==> src/rtl/pwm_drv_if.sv <==
// pwm_drv_if: duty/direction command bus from the PID loop to pwm_drv.
//   duty     [DUTY_W] requested duty, unsigned (0 = off, all-ones = maximum)
//   duty_vld          1-cycle strobe; duty and fwd are valid with it
//   fwd               requested direction, 1 = forward
// Modports: master (PID side, drives the bus), slave (pwm_drv side).
interface pwm_drv_if #(
    parameter int unsigned DUTY_W = 12
);
    logic [DUTY_W-1:0] duty;
    logic              duty_vld;
    logic              fwd;

    modport master (output duty, output duty_vld, output fwd);
    modport slave  (input  duty, input  duty_vld, input  fwd);
endinterface

==> src/rtl/pwm_drv.sv <==
// pwm_drv: complementary, dead-time-protected PWM pair for one H-bridge leg.
// Duty/direction commands are double-buffered (pending -> active) and take
// effect only at a PWM period boundary, so pulses are never truncated.
//
// Ports:
//   clk       system clock
//   rst       synchronous, active-high reset
//   cmd       pwm_drv_if.slave: duty[CNT_W], duty_vld, fwd
//   brake     level; forces the low-side FET on after the dead time
//   pwm_hi    high-side gate drive (registered)
//   pwm_lo    low-side gate drive (registered)
//   dir       direction to the bridge (registered, updates at period start)
//   prd_strt  1-cycle pulse while the PWM counter is 0 (registered)
//
// Optional feature: define PWM_MIN_PULSE_EN to clamp the duty loaded into
// the active register so no high-side pulse or low-side gap is shorter than
// DEAD_CYC (duty < 2*DEAD_CYC -> 0, duty > max - 2*DEAD_CYC -> max).
module pwm_drv #(
    parameter int unsigned DEAD_CYC = 8,   // legal range 1..63
    parameter int unsigned CNT_W    = 12
) (
    input  logic       clk,
    input  logic       rst,
    pwm_drv_if.slave   cmd,
    input  logic       brake,
    output logic       pwm_hi,
    output logic       pwm_lo,
    output logic       dir,
    output logic       prd_strt
);

    localparam logic [CNT_W-1:0] CNT_MAX = '1;
    localparam logic [5:0]       DEAD_LD = 6'(DEAD_CYC - 1);
`ifdef PWM_MIN_PULSE_EN
    localparam logic [CNT_W-1:0] MIN_PULSE = CNT_W'(2 * DEAD_CYC);
    localparam logic [CNT_W-1:0] MAX_PULSE = CNT_MAX - MIN_PULSE;
`endif

    typedef enum logic [1:0] {
        LO,
        DEAD_UP,
        HI,
        DEAD_DN
    } state_t;

    logic [CNT_W-1:0] cnt;
    logic [CNT_W-1:0] cnt_nxt;
    logic [CNT_W-1:0] duty_p;
    logic [CNT_W-1:0] duty_a;
    logic [CNT_W-1:0] duty_ld;
    logic [CNT_W-1:0] duty_nxt;
    logic             fwd_p;
    logic             fwd_a;
    logic             period_end;
    logic             raw;

    state_t           state;
    state_t           state_nxt;
    logic [5:0]       dcnt;
    logic [5:0]       dcnt_nxt;

    // ------------------------------------------------------------------
    // Counter and double-buffered command registers
    // ------------------------------------------------------------------
    assign cnt_nxt    = cnt + CNT_W'(1);
    assign period_end = (cnt == CNT_MAX);

    // Value transferred pending -> active at the period boundary.
    always_comb begin
        duty_ld = duty_p;
`ifdef PWM_MIN_PULSE_EN
        if (duty_p < MIN_PULSE) begin
            duty_ld = '0;
        end else if (duty_p > MAX_PULSE) begin
            duty_ld = '1;
        end
`endif
    end

    always_ff @(posedge clk) begin
        if (rst) begin
            cnt      <= '0;
            duty_p   <= '0;
            duty_a   <= '0;
            fwd_p    <= 1'b1;
            fwd_a    <= 1'b1;
            prd_strt <= 1'b0;
        end else begin
            cnt <= cnt_nxt;
            if (cmd.duty_vld) begin
                duty_p <= cmd.duty;
                fwd_p  <= cmd.fwd;
            end
            // A strobe on this same cycle lands in pending only; active
            // takes the previous pending value.
            if (period_end) begin
                duty_a <= duty_ld;
                fwd_a  <= fwd_p;
            end
            // Registered look-ahead of cnt==0. The cnt==0 cycle directly
            // after reset is not flagged; the first pulse marks the first wrap.
            prd_strt <= period_end;
        end
    end

    assign dir = fwd_a;

    // ------------------------------------------------------------------
    // PWM compare, evaluated for the counter value about to be entered so
    // that the registered FSM state lines up with cnt (raw(c) = c < duty).
    // ------------------------------------------------------------------
    assign duty_nxt = period_end ? duty_ld : duty_a;
    assign raw      = (cnt_nxt < duty_nxt);

    // ------------------------------------------------------------------
    // Dead-time FSM
    // ------------------------------------------------------------------
    always_ff @(posedge clk) begin
        if (rst) begin
            state  <= DEAD_DN;
            dcnt   <= DEAD_LD;
            pwm_hi <= 1'b0;
            pwm_lo <= 1'b0;
        end else begin
            state  <= state_nxt;
            dcnt   <= dcnt_nxt;
            pwm_hi <= (state_nxt == HI);
            pwm_lo <= (state_nxt == LO);
        end
    end

    always_comb begin
        state_nxt = state;
        dcnt_nxt  = dcnt;
        case (state)
            LO: begin
                if (raw && !brake) begin
                    state_nxt = DEAD_UP;
                    dcnt_nxt  = DEAD_LD;
                end
            end
            DEAD_UP: begin
                dcnt_nxt = dcnt - 6'd1;
                // Low side switched off cleanly, so aborting back to LO
                // needs no extra dead time.
                if (!raw || brake) begin
                    state_nxt = LO;
                end else if (dcnt == 6'd0) begin
                    state_nxt = HI;
                end
            end
            HI: begin
                if (!raw || brake) begin
                    state_nxt = DEAD_DN;
                    dcnt_nxt  = DEAD_LD;
                end
            end
            DEAD_DN: begin
                dcnt_nxt = dcnt - 6'd1;
                if (dcnt == 6'd0) begin
                    state_nxt = LO;
                end
            end
            default: begin
                state_nxt = DEAD_DN;
                dcnt_nxt  = DEAD_LD;
            end
        endcase
    end

endmodule
==> src/flat_wrapper.sv <==
// flat-port wrapper written by rule: the top's interface ports become plain ports
module pwm_drv_flat 
#(
    parameter int unsigned DEAD_CYC = 8,                       
    parameter int unsigned CNT_W    = 12
)
  (clk, rst, brake, pwm_hi, pwm_lo, dir, prd_strt, cmd_duty, cmd_duty_vld, cmd_fwd);
  pwm_drv_if cmd_i ();
  input  logic clk;
  input  logic rst;
  input  logic brake;
  output logic pwm_hi;
  output logic pwm_lo;
  output logic dir;
  output logic prd_strt;
  input wire logic [$bits(cmd_i.duty)-1:0] cmd_duty;
  input wire logic [$bits(cmd_i.duty_vld)-1:0] cmd_duty_vld;
  input wire logic [$bits(cmd_i.fwd)-1:0] cmd_fwd;
  assign cmd_i.duty = cmd_duty;
  assign cmd_i.duty_vld = cmd_duty_vld;
  assign cmd_i.fwd = cmd_fwd;
  pwm_drv #(.DEAD_CYC(DEAD_CYC), .CNT_W(CNT_W)) u_core (.clk(clk), .rst(rst), .cmd(cmd_i), .brake(brake), .pwm_hi(pwm_hi), .pwm_lo(pwm_lo), .dir(dir), .prd_strt(prd_strt));
endmodule
==> config.mk <==
export PLATFORM = sky130hd
export DESIGN_NAME = pwm_drv_flat
export DESIGN_NICKNAME = d
export VERILOG_FILES = /design/src/rtl/pwm_drv_if.sv /design/src/rtl/pwm_drv.sv /design/src/flat_wrapper.sv
export SDC_FILE = /design/constraint.sdc
export NUM_CORES = 1
export LEC_CHECK = 0
export CAP_MARGIN = 20
export CORE_ASPECT_RATIO = 1.4
export CORE_MARGIN = 1.5
export CORE_UTILIZATION = 50
export DETAILED_ROUTE_END_ITERATION = 16
export GPL_ROUTABILITY_DRIVEN = 0
export GPL_TIMING_DRIVEN = 0
export PLACE_DENSITY = 0.74
export SETUP_SLACK_MARGIN = 0.4
export SYNTH_ARGS = -nofsm -noshare
export SYNTH_HDL_FRONTEND = slang
export SYNTH_SLANG_ARGS = --single-unit
==> constraint.sdc <==
create_clock -name clk -period 3.6 [get_ports clk]
set_input_delay 0.72 -clock clk [delete_from_list [all_inputs] [get_ports clk]]
set_output_delay 0.72 -clock clk [all_outputs]
set_load 0.01 [all_outputs]
# --- Yosys cells after proc, flatten, opt, wreduce, memory -nomap -nowiden ---
# Cells that the tools add are included.
op_classes:
  n_addsub: 2
  eq_ne: 7
  muxes: 10
  n_reduce_logical: 9
  n_lt_le_gt_ge: 1
ops:
  columns: ["op", "count"]
  rows:
  - ["$pmux 6 s3", 1]
  - ["$add 12x1->12 const B", 1]
  - ["$eq 12x12->1 const B", 1]
  - ["$lt 12x12->1", 1]
  - ["$mux 12", 1]
  - ["$mux 6", 2]
  - ["$mux 2", 5]
  - ["$pmux 2 s4", 1]
  - ["$eq 2x2->1 const B", 3]
  - ["$logic_not 6->1", 1]
  - ["$sub 6x1->6 const B", 1]
  - ["$logic_not 2->1", 2]
  - ["$ne 2x1->1 const B", 2]
  - ["$eq 2x1->1 const B", 1]
  - ["$logic_not 1->1", 2]
  - ["$reduce_and 2->1", 1]
  - ["$reduce_or 2->1", 1]
  - ["$logic_and 1x1->1", 1]
  - ["$logic_or 1x1->1", 1]
word_totals:
  regBits: 49
  inputBits: 17

# --- Longest topological paths before layout ---
logic_depth:
  ltp_word: 8
  ltp_mapped: 13

# --- Least setup slack after synthesis ---
# No wires, ideal clock.
synth_timing:
  path_type: "register -> register"
  start: "register u_core.cnt[0]"
  end: "register u_core.state[0]"
  required_time_ns: 3.486
  n_path_buf: 2
  slack_ns: 0.073
  setup_ns: 0.114
  t_arrival_ns: 3.413
  stages_incl_launch_ff: 14
  cell_sequence: "dfxtp_1 ha_1 nand3_1 nor4_4 buf_2 mux2i_1 ha_1 nand2_1 or4_1 clkbuf_1 a21o_1 o211a_1 mux2_1 a21o_1"
synth_via:
  elab_chain_cells: 7
synth_lines:
  columns: ["item", "line_no", "text"]
  rows:
  - ["start, declared", "pwm_drv.sv:46", "logic [CNT_W-1:0] cnt;"]
  - ["start signal, assigned", "pwm_drv.sv:89", "cnt <= cnt_nxt;"]
  - ["parallel branches: the longest is 2 deep, another holds $add 12x1->12", null, null]
  - ["$lt 12x12->1 (*)", "pwm_drv.sv:113", "assign raw = (cnt_nxt < duty_nxt);"]
  - ["$logic_not 1->1", "pwm_drv.sv:146, pwm_drv.sv:153", null]
  - ["$logic_or 1x1->1", "pwm_drv.sv:146, pwm_drv.sv:153", null]
  - ["$mux 2 (on tied branches)", "pwm_drv.sv:153, pwm_drv.sv:146", null]
  - ["$pmux 2 s4 (*)", "pwm_drv.sv:135", "case (state)"]
  - ["end signal, assigned", "pwm_drv.sv:125", "state <= state_nxt;"]
  - ["end, declared", "pwm_drv.sv:57", "state_t state;"]
# Mark *: on every way between the ends.
# A chain may end at the register's enable or synchronous reset.

# --- Worst setup path in the final report ---
layout_timing:
  start: "register u_core.cnt[7]"
  end: "register u_core.state[0]"
# The elaborated chain is that of the path after synthesis.

==> results.json <==
{
  "holdPathEnd": "u_core.fwd_p",
  "clk_path_buf_depth": 2,
  "synth_area_leaders": "dfxtp_1 (43%), mux2i_1 (12%), ha_1 (7.7%)",
  "worstSetupEndpointType": "register",
  "critPathLaunch": "u_core.cnt[7]",
  "cts_max_level": 2,
  "via_per_inst": 5.23,
  "clkSinkCount": 49,
  "setup_violations": 0,
  "tightest_slew_ns": 0.770,
  "seq_area_frac_synth_pct": 43.3,
  "cts_tree": "built",
  "r2r_cells": 12,
  "slew_headroom_pct": 48.7,
  "grt.total_usage_pct": 20.8,
  "synth.distinct_cells": 42,
  "drv_cap": 0,
  "tns_ns": 0,
  "clk_pin_slew_ns": 0.08,
  "cts_made_buffers": 5,
  "wl_per_cell_um": 14.6,
  "min_from": "u_core.fwd_p",
  "hpwl_um": 3230,
  "initial_utilization_pct": 53.0,
  "grt_pass1_wl_um": 7560,
  "post-synth-top-area-cell": "dfxtp_1",
  "grt_max_degree": 14,
  "worstPathRequired_ns": 3.80,
  "peakVddDrop_v": 0.000299,
  "ys_warn_count": 0,
  "dp_worst_setup_slack_ns": 0.0231,
  "nets": 316,
  "synth.avg_cell_area_um2": 9.41,
  "hp-class": "reg -> reg",
  "ant_nets": 0,
  "ys_ff_latch": 49,
  "syn_inst": 241,
  "core.rowCount": 28,
  "die_w_um": 59.9,
  "r2r_start": "u_core.cnt[7]",
  "fin_crit_sh_pct": 90.6,
  "clock.fmax_mhz": 306,
  "totalWireLength_um": 5030,
  "holdPathStages": 2,
  "outcome": "finished, final reports clean",
  "die_y_um": 82.7,
  "synth_area_um2": 2270,
  "drive_gt1_share_pct": 20.7,
  "async_reset_ff_share_pct": 0,
  "drt_iter0_markers": 48,
  "start_kind": "register",
  "worstSetupPathType": "reg -> reg",
  "die-area_um2": 4950,
  "finalClockSkew_ns": 0.00596,
  "fp.coreArea_um2": 4270,
  "cts_root_buf": "clkbuf_8",
  "crit_arrival_ns": 3.46,
  "synth_edf_count": 0,
  "power_density_nw_per_um2": 335,
  "setup_ws_ns": 0.337,
  "gr-total-overflow": 0,
  "r2r_slack_ns": 0.34,
  "num-fill-cells": 327,
  "grt_setup_unrepaired": "yes",
  "area_delta_synth_final_pct": 32.2,
  "antenna_found_initial": 0,
  "finalCriticalPeriod_ns": 3.26,
  "first_pass_iters": 4,
  "vias": 1805,
  "hold_viol": 0,
  "ioPinCount": 21,
  "antenna_cells": 0,
  "r2r_end": "u_core.state[0]",
  "grt_pass1_vias": 1709,
  "synth_top_flop_cell": "dfxtp_1",
  "drc_errors": 0,
  "synth.net_count": 272,
  "synth_top_area_share_pct": 43.3,
  "cp_max_fo": 6,
  "clock_latency_ns": 0.30,
  "drv_slew": 0,
  "power_leakage_nw": 1.22,
  "port_buffers": 18,
  "hold_ws_ns": 0.477
}
[cells in the mapped netlist, types with 2 or more instances]
master	n
mux2i_1	27
a21oi_1	9
inv_1	7
dfxtp_1	49
and3_1	3
nor2b_1	10
ha_1	14
nand2_1	16
o21ai_0	5
a21o_1	3
o211ai_1	2
nor4_1	3
o31ai_1	3
nor3_1	2
and2_1	2
a21boi_0	2
clkbuf_1	9
xor2_1	3
nand3_1	4
a211oi_1	2
nor2_1	36
xnor2_1	9
nand4_1	2
[placed cells by master (no fill, tap or decap), drive strengths merged, types with 5 or more instances in the layout]
master,synthesis,final
buf,2,22
ha,14,14
clkbuf,9,15
xnor2,9,9
clkdlybuf4s50,0,18
dfxtp,49,49
inv,7,7
a21oi,9,9
mux2i,27,27
o21ai,5,5
nor2,36,36
nand2,16,16
nor2b,10,10
[report_power, final]
part	internal [mW]	leakage (nW)	switching, mW
clock network	0.153	0.0443	0.174
logic	0.0531	0.776	0.0551
registers	0.557	0.401	0.0132
[layout make-up]
type | instances | area, µm² | area share, %
inverter | 7 | 26.3 | 0.876
sequential | 49 | 990 | 33.0
tap | 60 | 75.1 | 2.50
clock buffer | 7 | 86.3 | 2.88
buffer | 11 | 60.1 | 2.00
multi-input combinational | 174 | 1430 | 47.7
timing repair buffer | 37 | 330 | 11.0
[what timing repair did]
item	in CTS	in global routing
hold buffers	0	0
gates resized for setup	22	25
setup buffers	11	7
cloned	1	0
pin swaps	11	7
endpoints found under the setup margin	8	7
[state kept, by name, indices dropped and copies added, names as in the netlist]
register / cells
u_core.fwd_p: 1
u_core.duty_ld: 12
u_core.state: 2
u_core.pwm_hi: 1
u_core.dir: 1
u_core.pwm_lo: 1
u_core.dcnt: 6
u_core.prd_strt: 1
u_core.cnt: 12
u_core.duty_a: 12
[worst max path at each step]
| stage | depth (start not counted) | to |
|---|---|---|
| after global routing | 13 | u_core.dcnt[4] |
| after global placement | 12 | u_core.dcnt[4] |
| after floorplan | 13 | u_core.state[0] |
| final | 12 | u_core.state[0] |
| after CTS | 12 | u_core.dcnt[4] |
| after detailed placement | 12 | u_core.dcnt[4] |
[kinds of logic after synthesis]
family	Yosys count	share of synthesized area [%]
XOR/XNOR	12	4.64
AND/OR/NAND/NOR	86	19.0
adder cells (fa/ha/maj)	14	7.73
flip-flops	49	43.3
multiplexers	28	12.4
AO/OA/AOI/OAI	34	9.93
buffers and inverters	18	3.04
[layer usage]
metal | vias up | wire (µm) | GRT usage (%)
met1 | 850 | 2110 | 23.8
met5 | - | 0 | 0
met2 | 28 | 2660 | 35.7
met3 | 11 | 123 | 4.83
met4 | 0 | 125 | 10.4
li1 | 916 | - | -
[metrics by stage]
step / power (mW) / cells / utilization [%] / area [µm²]
4_1_cts: 1.00 / 338 / 65.5 / 2800
3_3_place_gp: 0.674 / 319 / 59.4 / 2540
5_1_grt: 1.05 / 345 / 70.1 / 3000
2_1_floorplan: 0.641 / 241 / - / 2280
6_report: 1.00 / 345 / 70.1 / 3000
3_5_place_dp: 0.676 / 319 / 59.4 / 2540
[critical path, stage by stage, from the launching register on]
cell and delay (ns):
dfxtp_1 0.41, nand4_4 0.16, nor4_4 0.42, buf_6 0.23
mux2i_4 0.28, ha_4 0.17, nand2_4 0.05, or4_4 0.52
buf_8 0.15, a21o_1 0.16, o211a_1 0.15, mux2_4 0.30
a21o_1 0.15
(Power assumes the default switching activity.)
